<file path="src/rtl/uart_rx.sv">
// -----------------------------------------------------------------------------
// uart_rx - 8-bit UART receiver with an internal receive FIFO.
//
// Receives 8N1 frames (8E1 when UART_RX_PARITY_EN is defined) from an
// asynchronous serial line. The line is synchronised with two flops. Each bit
// is sampled at mid-bit, and good bytes are pushed into a small FIFO that the
// bus side reads.
//
// Optional feature macro: UART_RX_PARITY_EN
//   Defined     : even-parity bit between data and stop, plus parity_err_o.
//   Not defined : plain 8N1 receiver, no parity port.
//
// Ports
//   clk_i        in   system clock, rising edge
//   rst_i        in   synchronous active-high reset
//   baud_div_i   in   clocks per bit (>= 4, change only while idle)
//   rx_en_i      in   receiver enable (checked only while idle)
//   rx_re_i      in   FIFO read strobe, one byte per high cycle
//   err_clr_i    in   clears the sticky error flags
//   rx_bit_i     in   asynchronous serial line, idle high
//   dout_o       out  FIFO read data (valid the cycle after a pop)
//   empty_o      out  receive FIFO empty
//   full_o       out  receive FIFO full
//   frame_err_o  out  sticky: stop bit sampled low
//   overrun_o    out  sticky: byte dropped because FIFO full
//   parity_err_o out  sticky: parity mismatch (only with UART_RX_PARITY_EN)
//   busy_o       out  frame in progress
//   dbg_state_o  out  current receiver state, for debug/checkers
// -----------------------------------------------------------------------------
module uart_rx #(
    parameter int DATA_WIDTH = 8,
    parameter int FIFO_DEPTH = 16
) (
    input  logic                  clk_i,
    input  logic                  rst_i,
    input  logic [15:0]           baud_div_i,
    input  logic                  rx_en_i,
    input  logic                  rx_re_i,
    input  logic                  err_clr_i,
    input  logic                  rx_bit_i,
    output logic [DATA_WIDTH-1:0] dout_o,
    output logic                  empty_o,
    output logic                  full_o,
    output logic                  frame_err_o,
    output logic                  overrun_o,
`ifdef UART_RX_PARITY_EN
    output logic                  parity_err_o,
`endif
    output logic                  busy_o,
    output logic [2:0]            dbg_state_o
);

    localparam int PW = (FIFO_DEPTH > 1) ? $clog2(FIFO_DEPTH) : 1;
    localparam int CW = $clog2(FIFO_DEPTH + 1);

    typedef enum logic [2:0] {
        S_IDLE   = 3'd0,
        S_START  = 3'd1,
        S_DATA   = 3'd2,
        S_PARITY = 3'd3,
        S_STOP   = 3'd4
    } state_t;

    state_t                r_state;
    logic [1:0]            r_sync;
    logic [15:0]           r_baud_cnt;
    logic [2:0]            r_bit_cnt;
    logic [7:0]            r_shift;
    logic                  r_push;
    logic [DATA_WIDTH-1:0] r_push_data;
    logic                  r_frame_err;
    logic                  r_overrun;
`ifdef UART_RX_PARITY_EN
    logic                  r_par_err;
    logic                  r_par_bad;
`endif

    logic                  w_rx_s;
    logic [15:0]           w_limit_m1;
    logic                  w_at_limit;

    assign w_rx_s = r_sync[1];

    // START waits half a bit so that all later samples land mid-bit.
    always_comb begin
        w_limit_m1 = baud_div_i - 16'd1;
        if (r_state == S_START) begin
            w_limit_m1 = (baud_div_i >> 1) - 16'd1;
        end
    end

    assign w_at_limit = (r_baud_cnt == w_limit_m1);

    // ---------------------------------------------------------------- FSM ---
    always_ff @(posedge clk_i) begin
        if (rst_i) begin
            r_state     <= S_IDLE;
            r_sync      <= 2'b11;
            r_baud_cnt  <= 16'd0;
            r_bit_cnt   <= 3'd0;
            r_shift     <= 8'd0;
            r_push      <= 1'b0;
            r_push_data <= '0;
            r_frame_err <= 1'b0;
            r_overrun   <= 1'b0;
`ifdef UART_RX_PARITY_EN
            r_par_err   <= 1'b0;
            r_par_bad   <= 1'b0;
`endif
        end else begin
            r_sync <= {r_sync[0], rx_bit_i};
            r_push <= 1'b0;

            // Clear first; a set later in this block overrides (set wins).
            if (err_clr_i) begin
                r_frame_err <= 1'b0;
                r_overrun   <= 1'b0;
`ifdef UART_RX_PARITY_EN
                r_par_err   <= 1'b0;
`endif
            end

            case (r_state)
                S_IDLE: begin
                    r_baud_cnt <= 16'd0;
                    if (rx_en_i && !w_rx_s) begin
                        r_state <= S_START;
                    end
                end
                S_START: begin
                    if (w_at_limit) begin
                        r_baud_cnt <= 16'd0;
                        if (w_rx_s) begin
                            r_state <= S_IDLE;      // line back high: glitch
                        end else begin
                            r_state   <= S_DATA;
                            r_bit_cnt <= 3'd0;
                        end
                    end else begin
                        r_baud_cnt <= r_baud_cnt + 16'd1;
                    end
                end
                S_DATA: begin
                    if (w_at_limit) begin
                        r_baud_cnt <= 16'd0;
                        // LSB arrives first, so shift in from the top.
                        r_shift    <= {w_rx_s, r_shift[7:1]};
                        r_bit_cnt  <= r_bit_cnt + 3'd1;
                        if (r_bit_cnt == 3'd7) begin
`ifdef UART_RX_PARITY_EN
                            r_state <= S_PARITY;
`else
                            r_state <= S_STOP;
`endif
                        end
                    end else begin
                        r_baud_cnt <= r_baud_cnt + 16'd1;
                    end
                end
`ifdef UART_RX_PARITY_EN
                S_PARITY: begin
                    if (w_at_limit) begin
                        r_baud_cnt <= 16'd0;
                        r_par_bad  <= (w_rx_s != (^r_shift));
                        r_state    <= S_STOP;
                    end else begin
                        r_baud_cnt <= r_baud_cnt + 16'd1;
                    end
                end
`endif
                S_STOP: begin
                    if (w_at_limit) begin
                        r_baud_cnt <= 16'd0;
                        r_state    <= S_IDLE;
                        if (!w_rx_s) begin
                            r_frame_err <= 1'b1;
`ifdef UART_RX_PARITY_EN
                        end else if (r_par_bad) begin
                            r_par_err <= 1'b1;
`endif
                        end else if (full_o) begin
                            r_overrun <= 1'b1;
                        end else begin
                            r_push      <= 1'b1;
                            r_push_data <= DATA_WIDTH'(r_shift);
                        end
                    end else begin
                        r_baud_cnt <= r_baud_cnt + 16'd1;
                    end
                end
                default: begin
                    r_state    <= S_IDLE;
                    r_baud_cnt <= 16'd0;
                end
            endcase
        end
    end

    assign busy_o      = (r_state != S_IDLE);
    assign dbg_state_o = r_state;
    assign frame_err_o = r_frame_err;
    assign overrun_o   = r_overrun;
`ifdef UART_RX_PARITY_EN
    assign parity_err_o = r_par_err;
`endif

    // --------------------------------------------------------------- FIFO ---
    logic [DATA_WIDTH-1:0] r_mem [FIFO_DEPTH];
    logic [PW-1:0]         r_wr_ptr;
    logic [PW-1:0]         r_rd_ptr;
    logic [CW-1:0]         r_count;
    logic [DATA_WIDTH-1:0] r_dout;
    logic                  w_pop;

    // Overrun is decided at the stop sample, so a push never finds it full.
    assign w_pop   = rx_re_i && (r_count != '0);
    assign empty_o = (r_count == '0);
    assign full_o  = (r_count == CW'(FIFO_DEPTH));
    assign dout_o  = r_dout;

    always_ff @(posedge clk_i) begin
        if (r_push) begin
            r_mem[r_wr_ptr] <= r_push_data;
        end
    end

    always_ff @(posedge clk_i) begin
        if (rst_i) begin
            r_wr_ptr <= '0;
            r_rd_ptr <= '0;
            r_count  <= '0;
            r_dout   <= '0;
        end else begin
            if (r_push) begin
                r_wr_ptr <= (r_wr_ptr == PW'(FIFO_DEPTH - 1)) ? '0 : r_wr_ptr + 1'b1;
            end
            if (w_pop) begin
                r_dout   <= r_mem[r_rd_ptr];
                r_rd_ptr <= (r_rd_ptr == PW'(FIFO_DEPTH - 1)) ? '0 : r_rd_ptr + 1'b1;
            end
            case ({r_push, w_pop})
                2'b10:   r_count <= r_count + 1'b1;
                2'b01:   r_count <= r_count - 1'b1;
                default: r_count <= r_count;
            endcase
        end
    end

endmodule

</file>
<file path="config.mk">
export PLATFORM = sky130hd
export DESIGN_NAME = uart_rx
export DESIGN_NICKNAME = d
export VERILOG_FILES = /design/src/rtl/uart_rx.sv
export SDC_FILE = /design/constraint.sdc
export NUM_CORES = 1
export LEC_CHECK = 0
export BUFFER_PORTS_ARGS = -buffer_cell sky130_fd_sc_hd__buf_4
export CORE_MARGIN = 3
export CORE_UTILIZATION = 45
export DETAILED_ROUTE_END_ITERATION = 12
export PLACE_DENSITY = 0.65
export SETUP_SLACK_MARGIN = 0.02
export SLEW_MARGIN = 40
export SYNTH_ARGS = -nofsm -noshare
export SYNTH_HDL_FRONTEND = slang
export SYNTH_SLANG_ARGS = --single-unit
export TNS_END_PERCENT = 5
</file>
<file path="constraint.sdc">
create_clock -name clk_i -period 7.9 [get_ports clk_i]
set_input_delay 0.79 -clock clk_i [delete_from_list [all_inputs] [get_ports clk_i]]
set_output_delay 0.79 -clock clk_i [all_outputs]
set_load 0.03 [all_outputs]
</file>
==> results.cfg, run 1 <==
[detailed_routing]
wl_per_cell_um = 19.2
viasPerCell = 5.71
drtPass1Iterations = 5
wirelength_um = 18800
drt_iter0_markers = 456
num_vias = 5592
ant_nets = 0
drc = 0

[logic_synthesis]
ys.flop_type = edfxtp_1
yosys.area_share.simple_pct = 13.5
synthCells = 688
yosys.area.top_type_share_pct = 42.9
synth_nets = 724
ys_types = 68
synth_top_family_by_area = simple AND/OR/NAND/NOR gates
syn_avg_cell_area_um2 = 13.0
synth_area_um2 = 8950
synthAdderAreaFrac_pct = 2.04
ys_ff_latch = 192
synth_edf_count = 128
synth_compound_area_share_pct = 7.77
yosys-top-cells-area = edfxtp_1 43%, dfxtp_1 14%, mux4_2 10%
synth_xor_xnor_area_share_pct = 3.72
synthMuxAreaShare_pct = 13.2
yosys_warnings = 0
yosysTopAreaCell = edfxtp_1
ys_seq_area_share_pct = 57.2
synth-async-reset-ratio_pct = 0

[worst_setup_path]
regToRegSetupSlack_ps = 3150
crit_fanout = 24
crit_type = flip-flop to flip-flop
crit_path_end_kind = flip-flop
worstPathArrival_ps = 5040
cp-start-kind = flip-flop
crit_required_ps = 8190

[clocking]
cts_resized = 0
clkTransAtPathRegs_ps = 70
clk_latency_ps = 430
clock-root-buffer = clkbuf_16
clockBufferDepth = 2
hold_buffers = 0
cts_sinks = 192
numCtsBuffers = 17
cts_setup_buffers = 0
cts_tree = built
htreeDepth = 4

[timing]
finalSetupViolations = 0
max_freq_ghz = 0.210
fin_crit_ps = 4750
worst_pin_slew_ps = 683
hold_ws_ps = 414
skew_ps = 9.22
hold_viol_final = 0
rsz0062_at_grt = false
finalCritPeriodShare_pct = 60.1
report.final.slew_viol_count = 0
slew_headroom_pct = 54.5
tns_ps = 0

[finish]
fin_cells = 979
utilization_pct = 52.3
drive_above_1_share_pct = 17.5
nets = 742
final_cell_mix = 128 x edfxtp_1, 63 x dfxtp_1, 48 x nor2_1, 46 x nand2_1, 42 x buf_4
n_antenna_cell = 0
final_area_um2 = 10000
syn2layout_area_growth_pct = 11.8
final_common_cell = edfxtp_1

[global_routing]
grt_pass1_vias = 5438
grt_util_met2_pct = 29.4
track_usage_pct = 17.9
antenna_found_initial = 0
grt_busiest_layer = met2
grt_max_degree = 51
grt_pass1_wl_um = 30100
grt_overflow = 0
met3_usage_pct = 3.39
met1_usage_pct = 24.8

[die]
start_util_pct = 46.8
ios = 38
num_rows = 50
core_um2 = 19100
die_y_um = 147
dieArea_um2 = 21600
fp.dieW_um = 147

[place]
placement.io_buffers = 37
placed_area_um2 = 9430
hpwl_um = 13100
gp_congestion = 0.943
post-place-cells = 947

[flow_run]
drv_cap = 0

[power_and_ir_drop]
power_density_nw_per_um2 = 195
irDropWorstVdd_uv = 139
leakage_nw = 3.02

[hold_path]
hp-class = flip-flop to flip-flop

[outcome]
status = complete, no violations
## synthesized netlist by cell type (7+ instances only)
cell and number:
a211oi_1 12, a21oi_1 30, and2_1 17, and3_1 7, clkbuf_1 37, dfxtp_1 64, edfxtp_1 128, ha_1 13
inv_1 13, mux2i_1 28, mux4_2 40, nand2_1 46, nand2b_1 24, nand3_1 12, nand3b_1 7, nor2_1 48
nor3_1 11, o211ai_1 7, o21ai_0 10, xnor2_1 18, xor2_1 20
## cell families after synthesis
kind of cell    count (synthesis)
flops                         192
mux                            68
fa+ha+maj                      14
buf+inv                        56
simple gates                  222
xor+xnor                       38
compound gates                 98
## cell type report
class | instances | area, µm²
timing repair buffer | 42 | 315
fill | 1634 | 9140
tap | 260 | 325
clock buffer | 19 | 453
inverter | 13 | 48.8
multi-input combinational | 440 | 3620
sequential | 192 | 5130
clock inverter | 13 | 120
## critical path: stages, from the launching register on
cell	delay, ps
dfxtp_1	580
nor3b_2	240
buf_4	310
mux2i_1	310
ha_1	260
or4b_1	530
a2111oi_4	430
and2_4	230
nand4b_1	90
o211a_1	190
or4_1	700
o21ai_2	610
nor2_1	120
## final timing paths
kind,from,endpoint,cells past startpoint
worst max-delay path,dbg_state_o[0],r_baud_cnt[3],12
worst min-delay path,r_sync[0],r_sync[1],1
worst max register to register,dbg_state_o[0],r_baud_cnt[3],12
worst min register to register,r_sync[0],r_sync[1],1
## per-layer routing
metal	share of wire [%]	up-vias
li1	-	2634
met1	45	2799
met2	49	145
met3	4.7	14
met4	0.88	0
met5	0	-
## stage by stage
stage / power, W / setup WS, ps
after floorplan: 0.00113 / 3570
after global placement: 0.00115 / 3330
after detailed placement: 0.00115 / 3170
after CTS: 0.00196 / 3150
after global routing: 0.00201 / 2680
final: 0.00195 / 3150
## registers in the layout, indices dropped and copies added (netlist names)
name	flops
r_sync	2
r_count	5
frame_err_o	1
overrun_o	1
dout_o	8
r_mem	128
r_rd_ptr	4
r_shift	8
r_baud_cnt	16
dbg_state_o	3
r_wr_ptr	4
r_bit_cnt	3
r_push_data	8
r_push	1
## power breakdown
part / switching, W / internal, W / leakage (nW)
combinational: 0.0000406 / 0.0000285 / 1.36
clock: 0.000389 / 0.000431 / 0.271
sequential: 0.00000109 / 0.00106 / 1.40
total: 0.000431 / 0.00152 / 3.02
No activity file was read; power rests on OpenSTA's default activity.
==> inputs of run 2 (changes only) <==
clock period = 4.9 ns   (was 7.9 ns; I/O delays follow)
==> results.cfg, run 2 (synthesized netlist as in run 1, its figures left out) <==
[outcome]
status = complete, no violations

[die]
dieArea_um2 = 21600
ios = 38
start_util_pct = 46.8
die_y_um = 147
core_um2 = 19100
num_rows = 50
fp.dieW_um = 147

[timing]
finalSetupViolations = 0
slew_headroom_pct = 53.7
report.final.slew_viol_count = 0
worst_pin_slew_ps = 694
hold_viol_final = 0
fin_crit_ps = 4410
rsz0062_at_grt = false
max_freq_ghz = 0.227
skew_ps = 14.2
finalCritPeriodShare_pct = 90.0
tns_ps = 0

[worst_setup_path]
worstPathArrival_ps = 4690
crit_required_ps = 5180
critPathLaunch = dbg_state_o[2]
crit_fanout = 23
reg2reg_depth = 12
crit_path_end_kind = flip-flop
r2r-start = dbg_state_o[2]
cp-start-kind = flip-flop
crit_type = flip-flop to flip-flop

[finish]
utilization_pct = 52.4
syn2layout_area_growth_pct = 11.9
final_common_cell = edfxtp_1
final_cell_mix = 128 x edfxtp_1, 63 x dfxtp_1, 48 x nor2_1, 46 x nand2_1, 45 x buf_4
drive_above_1_share_pct = 17.6
largest_reg_flops = 128
nets = 745
reg_top3 = r_mem: 128 flops, r_baud_cnt: 16 flops
top_register = r_mem
n_antenna_cell = 0
nFillCells = 1601

[place]
placement.io_buffers = 37
gp_congestion = 0.875
hpwl_um = 13300

[hold_path]
hp-class = input port to flip-flop
hold_depth = 2
holdCritStartpoint = rx_bit_i

[clocking]
cts_sinks = 192
clockBufferDepth = 2
hold_buffers = 0
clk_latency_ps = 430
cts_setup_buffers = 0
cts_resized = 0
htreeDepth = 4
cts_tree = built
clock-root-buffer = clkbuf_16
clkTransAtPathRegs_ps = 70
numCtsBuffers = 17

[detailed_routing]
drc = 0
viasPerCell = 5.73
drt_iter0_markers = 443
ant_nets = 0
num_vias = 5623
wl_per_cell_um = 19.5
drtPass1Iterations = 5
wirelength_um = 19100

[global_routing]
grt_max_degree = 51
grt_pass1_wl_um = 30200
grt_pass1_vias = 5461
antenna_found_initial = 0
track_usage_pct = 18.0
grt_overflow = 0

[power_and_ir_drop]
irDropWorstVdd_uv = 223
leakage_nw = 3.05
power_density_nw_per_um2 = 314

[flow_run]
drv_cap = 0
==> run 2: cell types whose count changed in the layout (fill, tap and decap cells not counted), sizes merged <==
cell and change:
buf +3, bufinv +1, clkbuf -1, clkinv +1
clkinvlp -2, inv +1
==> run 2: per-stage QoR <==
step	instances	worst slack [ps]	total power, W	cell area [µm²]	hold slack (ps)
floorplan	688	569	0.00182	8950	389
global route	982	233	0.00325	10000	237
global placement	950	621	0.00185	9440	391
CTS	982	493	0.00318	10000	236
detailed placement	950	519	0.00185	9440	396
finish	982	492	0.00315	10000	252
==> run 2: worst paths after layout <==
kind	end	slack (ps)
worst max-delay path	r_baud_cnt[6]	490
worst min-delay path	r_sync[0]	250
worst max register to register	r_baud_cnt[6]	490
worst min register to register	r_sync[1]	410
==> run 2: critical path: stages, from the launching register on <==
cell	delay (ps)
dfxtp_1	320
nor3b_2	270
buf_4	320
mux2i_1	230
ha_1	240
or4b_1	540
a2111oi_4	440
and2_4	230
nand4b_1	110
o211a_1	160
or4_1	700
o21ai_2	590
nor2_1	110
==> run 2: where the power goes <==
part / internal (W) / switching [W]
logic: 0.0000459 / 0.0000638
registers: 0.00170 / 0.000000930
clock network: 0.000719 / 0.000616
==> run 2: cell type report <==
cell class,count,area (µm²),area share (%)
multi-input cells,440,3610,36.0
flip-flops and latches,192,5130,51.2
inverters,13,48.8,0.487
clock buffers,18,429,4.28
clock inverters,14,146,1.46
well taps,260,325,3.25
repair buffers,45,338,3.37
==> run 2: routing by layer <==
layer / GRT usage (%) / wire length, µm / vias up
met4: 4.71 / 252 / 0
li1: - / - / 2643
met2: 29.4 / 9530 / 151
met1: 24.7 / 8320 / 2815
met3: 3.95 / 1040 / 14
met5: 0 / 0 / -
